$ cat config.mk
export PLATFORM = sky130hd
export DESIGN_NAME = fbf_stream_loader
export DESIGN_NICKNAME = d
export VERILOG_FILES = /design/src/rtl/fbf_pkg.sv /design/src/rtl/fbf_stream_loader_mat_word_reg.sv /design/src/rtl/fbf_stream_loader.sv
export SDC_FILE = /design/constraint.sdc
export NUM_CORES = 2
export LEC_CHECK = 0
export ABC_AREA = 1
export BUFFER_PORTS_ARGS = -buffer_cell sky130_fd_sc_hd__buf_2
export CAP_MARGIN = 20
export CORE_AREA = 4 4 617 619
export CTS_BUF_LIST = sky130_fd_sc_hd__clkbuf_8
export DETAILED_ROUTE_END_ITERATION = 12
export DIE_AREA = 0 0 621 623
export HOLD_SLACK_MARGIN = 0.15
export PLACE_DENSITY = 0.44
export SYNTH_ARGS = -nofsm -noshare
export SYNTH_HDL_FRONTEND = slang
export SYNTH_SLANG_ARGS = --single-unit
export TNS_END_PERCENT = 100
$ cat constraint.sdc
create_clock -name clk -period 6.1 [get_ports clk]
set_input_delay 0.305 -clock clk [delete_from_list [all_inputs] [get_ports clk]]
set_output_delay 0.305 -clock clk [all_outputs]
set_load 0.05 [all_outputs]
$ cat src/rtl/fbf_pkg.sv
// Shared types and sizes for the fbf stream loader.
// Matrix geometry, counter width and FSM state encoding.
package fbf_pkg;
  localparam int DIM      = 4;
  localparam int WIDTH    = 32;
  localparam int NELEM    = DIM * DIM;
  localparam int MAT_BITS = NELEM * WIDTH;
  localparam int IDX_BITS = $clog2(NELEM);

  localparam logic [IDX_BITS-1:0] LAST_IDX =
    IDX_BITS'(NELEM - 1);

  typedef enum logic [2:0] {
    LOAD_A,
    LOAD_B,
    WAIT,
    ACK,
    DRAIN
  } state_t;
endpackage

$ cat src/rtl/fbf_stream_loader_mat_word_reg.sv
// Matrix-wide register with word write, word read
// and whole-matrix parallel load.
module mat_word_reg
  import fbf_pkg::*;
(
  input  logic                clk,
  input  logic                reset,
  input  logic                wr_en,
  input  logic [IDX_BITS-1:0] wr_idx,
  input  logic [WIDTH-1:0]    wr_data,
  input  logic                ld_en,
  input  logic [MAT_BITS-1:0] ld_data,
  input  logic [IDX_BITS-1:0] rd_idx,
  output logic [WIDTH-1:0]    rd_data,
  output logic [MAT_BITS-1:0] q
);

  // parallel load wins over a single-word write
  always_ff @(posedge clk or negedge reset) begin
    if (!reset) begin
      q <= '0;
    end else if (ld_en) begin
      q <= ld_data;
    end else if (wr_en) begin
      q[wr_idx*WIDTH +: WIDTH] <= wr_data;
    end
  end

  assign rd_data = q[rd_idx*WIDTH +: WIDTH];

endmodule

$ cat src/rtl/fbf_stream_loader.sv
// Streams 32 operand words into the matrix adder and
// streams the 16 result words back out.
module fbf_stream_loader
  import fbf_pkg::*;
(
  input  logic                clk,
  input  logic                reset,
  input  logic [WIDTH-1:0]    in_data,
  input  logic                in_stb,
  output logic                in_ack,
  output logic [MAT_BITS-1:0] A,
  output logic [MAT_BITS-1:0] B,
  output logic                A_stb,
  output logic                B_stb,
  input  logic [MAT_BITS-1:0] result,
  input  logic                result_ready,
  output logic                result_ack,
  output logic [WIDTH-1:0]    out_data,
  output logic                out_stb,
  input  logic                out_ack
);

  state_t              state, state_nxt;
  logic [IDX_BITS-1:0] k, k_nxt;
  logic                a_wr, b_wr, res_ld;
  logic [WIDTH-1:0]    unused_a_rd, unused_b_rd;
  logic [MAT_BITS-1:0] unused_res_q;

  // state register and shared element counter
  always_ff @(posedge clk or negedge reset) begin
    if (!reset) begin
      state <= LOAD_A;
      k     <= '0;
    end else begin
      state <= state_nxt;
      k     <= k_nxt;
    end
  end

  // next state, counter and buffer write controls
  always_comb begin
    state_nxt = state;
    k_nxt     = k;
    a_wr      = 1'b0;
    b_wr      = 1'b0;
    res_ld    = 1'b0;
    unique case (state)
      LOAD_A: if (in_stb) begin
        a_wr = 1'b1;
        if (k == LAST_IDX) begin
          k_nxt     = '0;
          state_nxt = LOAD_B;
        end else begin
          k_nxt = k + 1'b1;
        end
      end
      LOAD_B: if (in_stb) begin
        b_wr = 1'b1;
        if (k == LAST_IDX) begin
          k_nxt     = '0;
          state_nxt = WAIT;
        end else begin
          k_nxt = k + 1'b1;
        end
      end
      WAIT: if (result_ready) begin
        res_ld    = 1'b1;
        state_nxt = ACK;
      end
      ACK: begin
        k_nxt     = '0;
        state_nxt = DRAIN;
      end
      DRAIN: if (out_ack) begin
        if (k == LAST_IDX) begin
          k_nxt     = '0;
          state_nxt = LOAD_A;
        end else begin
          k_nxt = k + 1'b1;
        end
      end
      default: begin
        k_nxt     = '0;
        state_nxt = LOAD_A;
      end
    endcase
  end

  assign in_ack     = (state == LOAD_A) ||
                      (state == LOAD_B);
  assign A_stb      = (state == WAIT);
  assign B_stb      = (state == WAIT);
  assign result_ack = (state == ACK);
  assign out_stb    = (state == DRAIN);

  mat_word_reg u_a (
    .clk     (clk),
    .reset   (reset),
    .wr_en   (a_wr),
    .wr_idx  (k),
    .wr_data (in_data),
    .ld_en   (1'b0),
    .ld_data ({MAT_BITS{1'b0}}),
    .rd_idx  (k),
    .rd_data (unused_a_rd),
    .q       (A)
  );

  mat_word_reg u_b (
    .clk     (clk),
    .reset   (reset),
    .wr_en   (b_wr),
    .wr_idx  (k),
    .wr_data (in_data),
    .ld_en   (1'b0),
    .ld_data ({MAT_BITS{1'b0}}),
    .rd_idx  (k),
    .rd_data (unused_b_rd),
    .q       (B)
  );

  mat_word_reg u_res (
    .clk     (clk),
    .reset   (reset),
    .wr_en   (1'b0),
    .wr_idx  ({IDX_BITS{1'b0}}),
    .wr_data ({WIDTH{1'b0}}),
    .ld_en   (res_ld),
    .ld_data (result),
    .rd_idx  (k),
    .rd_data (out_data),
    .q       (unused_res_q)
  );

endmodule

; After elaboration in Yosys (flattened, before gate mapping)
; Index checks and enable logic that the tools add are counted.
[op_classes]
add_sub_neg = 2
eq_ne = 13
shift = 3
mux = 19
bitwise_logic = 1
n_reduce_logical = 5
[op_table]
columns = cell, n
row1 = bitwise mux 512 bit, 2
row2 = "variable shift 32 x 34 -> 512 bit, first input constant", 1
row3 = variable part select 32 x 34 -> 512 bit, 1
row4 = variable part select 512 x 10 -> 32 bit, 1
row5 = negator 9 -> 34 bit, 1
row6 = two-way mux 3 bit, 7
row7 = case mux 3 bit (5 select lines), 1
row8 = two-way mux 4 bit, 3
row9 = case mux 4 bit (3 select lines), 1
row10 = "inequality test 2 x 1 -> 1 bit, second input constant", 4
row11 = "inequality test 2 bit, second input constant", 4
row12 = AND reduction 7 bit, 1
row13 = "== test 3 x 2 -> 1 bit, second input constant", 2
row14 = two-way mux 1 bit, 5
row15 = "adder 4 x 1 -> 4 bit, second input constant", 1
row16 = "== test 4 bit, second input constant", 1
row17 = "== test 3 x 1 -> 1 bit, second input constant", 1
row18 = "== test 3 bit, second input constant", 1
row19 = zero test 3 bit, 1
row20 = AND reduction 3 bit, 1
row21 = OR reduction 2 bit, 1
row22 = logical OR 1 bit, 1
row23 = inverter 1 bit, 1
[word_totals]
regBits = 1543
input_bits = 549

; Longest topological paths before layout
[logic_depth]
ltp_word = 4
depth_mapped = 15

; Cells and area by module
; From an unflattened synthesis, not the netlist that was laid out.
[hier_totals]
hier_cells = 14007
hier_area_um2 = 93474.6
[modules_own_cells]
columns = module, n_inst, cells_each, area_per_inst_um2, seq_area_each_um2
row1 = mat_word_reg (u_a ...), 2, 4601, 30827.1, 12812.3
row2 = mat_word_reg (u_res), 1, 4740, 31337.6, 12812.3
row3 = fbf_stream_loader, 1, 65, 483.0, 175.2

; Least setup slack after synthesis
; OpenSTA, ideal clock, no wires.
[synth_path]
path_type = register -> register
startpoint = register k[0]
endpoint = register u_a.q[306]
setup_time_ns = 0.066
t_arrival_ns = 2.865
required_ns = 6.034
slack_ns = 3.169
stages_incl_launch_ff = 15
n_path_buf = 9
period_less_slack_ns = 2.931
path_cell_list = dfrtp_1 buf_4 buf_4 buf_2 buf_2 buf_1 nor3_1 ha_1 clkbuf_1 clkinv_1 clkbuf_1 clkbuf_1 buf_1 nand4_1 nand2_1
[synth_between]
elab_chain_len = 3
word_cells_on_any_way = 4
cone_classes = add/sub: 1 / shift: 2 / mux: 1
[synth_rtl]
columns = item, line_no
row1 = from (decl), fbf_stream_loader.sv:24  ; logic [IDX_BITS-1:0] k, k_nxt;
row2 = from (signal assigned), fbf_stream_loader.sv:36  ; k <= k_nxt;
row3 = negator 9 -> 34 bit *, fbf_stream_loader_mat_word_reg.sv:25  ; q[wr_idx*WIDTH +: WIDTH] <= wr_data;
row4 = variable part select 32 x 34 -> 512 bit or variable shift 32 x 34 -> 512 bit (tied branches), fbf_stream_loader_mat_word_reg.sv:25
row5 = bitwise mux 512 bit *, fbf_stream_loader_mat_word_reg.sv:25
row6 = to (signal assigned), fbf_stream_loader_mat_word_reg.sv:23  ; q <= ld_data;
row7 = "to (signal, indexed assignment)", fbf_stream_loader_mat_word_reg.sv:25
row8 = to (decl), fbf_stream_loader_mat_word_reg.sv:15  ; output logic [MAT_BITS-1:0] q
; Every way passes the cells marked *; elsewhere a longest branch is shown, timed or not.
; A chain may end at the register's enable or synchronous reset.

; Worst setup path in the final report
[layout_path]
startpoint = register k[0]
endpoint = output out_data[2]
[layout_between]
elab_chain_len = 1
[layout_rtl]
columns = item, line_no
row1 = variable part select 512 x 10 -> 32 bit, fbf_stream_loader_mat_word_reg.sv:29  ; assign rd_data = q[rd_idx*WIDTH +: WIDTH];
row2 = to (decl), fbf_stream_loader.sv:18  ; output logic [WIDTH-1:0] out_data,
; No other way between the ends.

==> reports/metrics.yaml <==
clock_tree:
  numCtsBuffers: 312
  cts_tree: "done"
  cts_setup_buffers: 0
  clock-sinks: 1543
  path_clk_slew_ns: 0.07
  ctsRootBufferMaster: "clkbuf_8"
  cts_buffer_depth: 4
  insertion_delay_ns: 0.98
  cts_max_level: 5
yosys:
  yosys-mux-area-fraction_pct: 4.441
  synthCells: 7006
  synth_seq_cells: 1543
  ys_warn_count: 0
  synth_fa_ha_area_share_pct: 0.05782
  synth_top_family_by_area: "simple AND/OR/NAND/NOR gates"
  syn_avg_cell_area_um2: 9.265
  synth_cell_types: 28
  mappedNetlistNets: 7558
  seq_area_frac_synth_pct: 59.48
  synth_compound_area_share_pct: 9.832
  synth-xor-area-share_pct: 0.02698
  synth_simple_gate_area_share_pct: 20.52
  synth_area_mm2: 0.06491
placed_design:
  gp_congestion: 0.8786
  port_buffers: 1609
  pre_cts_ws_ns: 1.529
  dpl.hpwl_um: 297000
layout:
  final_common_cell: "nand2_1"
  mostFrequentLayoutCells: "nand2_1 (1977), buf_2 (1608), dfrtp_1 (1540)"
  n_fill_cell: 40750
  area_growth_pct: 53.69
  nets: 10490
  drive_above_1_share_pct: 24.35
floorplan:
  die_h_um: 623
  ios: 1610
  dieArea_mm2: 0.3869
  core-area_mm2: 0.3750
  die_w_um: 621
  num_rows: 225
  initial_utilization_pct: 17.31
grt:
  grt_pass1_wl_um: 563800
  grt_max_degree: 201
  antenna_found_initial: 126
  globalRouteOverflowTotal: 0
  grt_pass1_vias: 67260
  grt_usage_pct: 20.60
detailed_routing:
  drc: 0
  vias: 66640
  post_drt_via_cell_ratio: 4.364
  wl_per_cell_um: 27.17
  drt_iter0_drc: 5643
  postRouteAntennaNets: 0
  wirelength_um: 414900
  dr.pass1.iters: 6
sta:
  skew_ns: 0.07558
  slew_violations: 0
  fin_tns_setup_ns: 0
  finalSetupViolCount: 0
  finalHoldViolCount: 0
  period_share_pct: 84.83
  finalCriticalPeriod_ns: 5.175
  grt_setup_unrepaired: "no"
  max_freq_ghz: 0.1933
  timing.final.ws_setup_ns: 0.9254
  relSlewSlack_pct: 11.32
  worst_slew_pin_slew_ns: 1.316
outcome:
  status: "completed"
min_path:
  hold_path_depth: 4
  min_to: "u_res.q[343]"
  hold_path.class: "input pin to flop"
  holdCritStartpoint: "result[343]"
setup_path:
  crit_arrival_ns: 4.87
  reg2reg_slack_ns: 1.46
  regToRegStartpoint: "k[1]"
  critPathKind: "flop to output pin"
  endpoint_kind: "output pin"
  cp-start-kind: "flop"
  path_max_fanout: 156
  worstPathRequired_ns: 5.79
  rr_worst_depth: 9
  worst_r2r_endpoint: "u_b.q[389]"
power_and_ir_drop:
  powerDensity_mw_per_mm2: 496.0
  leakage_nw: 49.08
  peakVddDrop_v: 0.0003562
flow_run:
  drv_cap: 0
-- per-stage QoR --
| step | hold WS, ns | area, um^2 | cells | utilization (%) | power [mW] |
|---|---|---|---|---|---|
| 6_report | 0.3131 | 99760 | 15270 | 26.60 | 49.48 |
| 3_3_place_gp | 0.4104 | 78220 | 13130 | 20.86 | 36.32 |
| 2_1_floorplan | 0.009409 | 64910 | 7006 | - | 27.40 |
| 4_1_cts | 0.1584 | 99510 | 15170 | 26.54 | 49.74 |
| 5_1_grt | 0.2568 | 99680 | 15230 | 26.58 | 51.79 |
| 3_5_place_dp | 0.4126 | 78260 | 13130 | 20.87 | 36.43 |
-- power breakdown --
group          switching [mW]  internal, mW  total, mW
registers                1.67          13.1       14.7
clock network            5.26          6.00       11.3
logic                    17.8          5.73       23.5
-- critical path: stages, from the launching register on --
cell and delay, ns:
dfrtp_4 0.74, buf_4 0.81, buf_12 0.42, o21ai_0 0.75
nand2_1 0.25, nand2_1 0.07, nand3_1 0.11, buf_2 0.27
-- synth_stat cells, drive strengths merged --
library cell	number	area, um^2
clkbuf	407	1540
nor3	5	30.03
o2111ai	1	8.760
mux2	256	2883
nand4	609	3810
o21ai	989	4950
ha	3	37.54
inv	301	1130
a21oi	217	1101
dfrtp	1543	38610
nand2	1986	7455
clkinv	4	15.01
nand3	289	1466
xor2	2	17.52
o211ai	43	322.8
nor2	146	555.5
or2	1	6.260
buf	204	973.4
-- how the worst max path moves through the flow --
stage / start / endpoint / slack, ns / cells past startpoint
after floorplan: k[0] / u_a.q[306] / 3.17 / 14
after global placement: k[1] / u_a.q[59] / 1.51 / 9
after detailed placement: k[1] / u_b.q[389] / 1.53 / 9
after CTS: k[0] / out_data[2] / 1.04 / 7
after global routing: k[0] / out_data[2] / 0.89 / 7
final: k[0] / out_data[2] / 0.93 / 7
-- state kept, by name, indices dropped and copies added, names as in the netlist --
| register | cells |
|---|---|
| state | 3 |
| k | 4 |
| u_a.q | 512 |
| u_b.q | 512 |
| u_res.q | 512 |
-- layout make-up --
| type | count | area [um^2] | area share, % |
|---|---|---|---|
| Timing Repair Buffer | 3228 | 24330 | 24.39 |
| Multi-Input combinational cell | 4547 | 22830 | 22.88 |
| Antenna cell | 100 | 250.2 | 0.2508 |
| Inverter | 305 | 1162 | 1.165 |
| Tap cell | 4994 | 6248 | 6.263 |
| Clock buffer | 380 | 5230 | 5.242 |
| Sequential cell | 1543 | 38620 | 38.71 |
| Clock inverter | 172 | 1091 | 1.094 |
-- cell families (layout without fill, tap and decap cells) --
kind of cell	Yosys count	after routing
DFF	1543	1543
buffers and inverters	916	4085
and+or+nand+nor	3036	3036
adders and majority gates	3	3
muxes	256	256
other	0	100
AOI/OAI and AO/OA	1250	1250
xor gates and xnor gates	2	2
-- what timing repair did --
item                                   4_1_cts  5_1_grt
hold buffers                              1490        0
gates resized for setup                      0        0
endpoints found under the hold margin     2051        0
-- metal layers --
layer / up-vias / GRT usage [%] / wire [um] / part of all wire [%]
met2: 2678 / 35.43 / 202700 / 49
met1: 33350 / 22.84 / 152500 / 37
met3: 894 / 4.584 / 26820 / 6.5
li1: 29680 / - / - / -
met4: 36 / 13.54 / 32610 / 7.9
met5: - / 0 / 252 / 0.061
(Power assumes the default switching activity.)
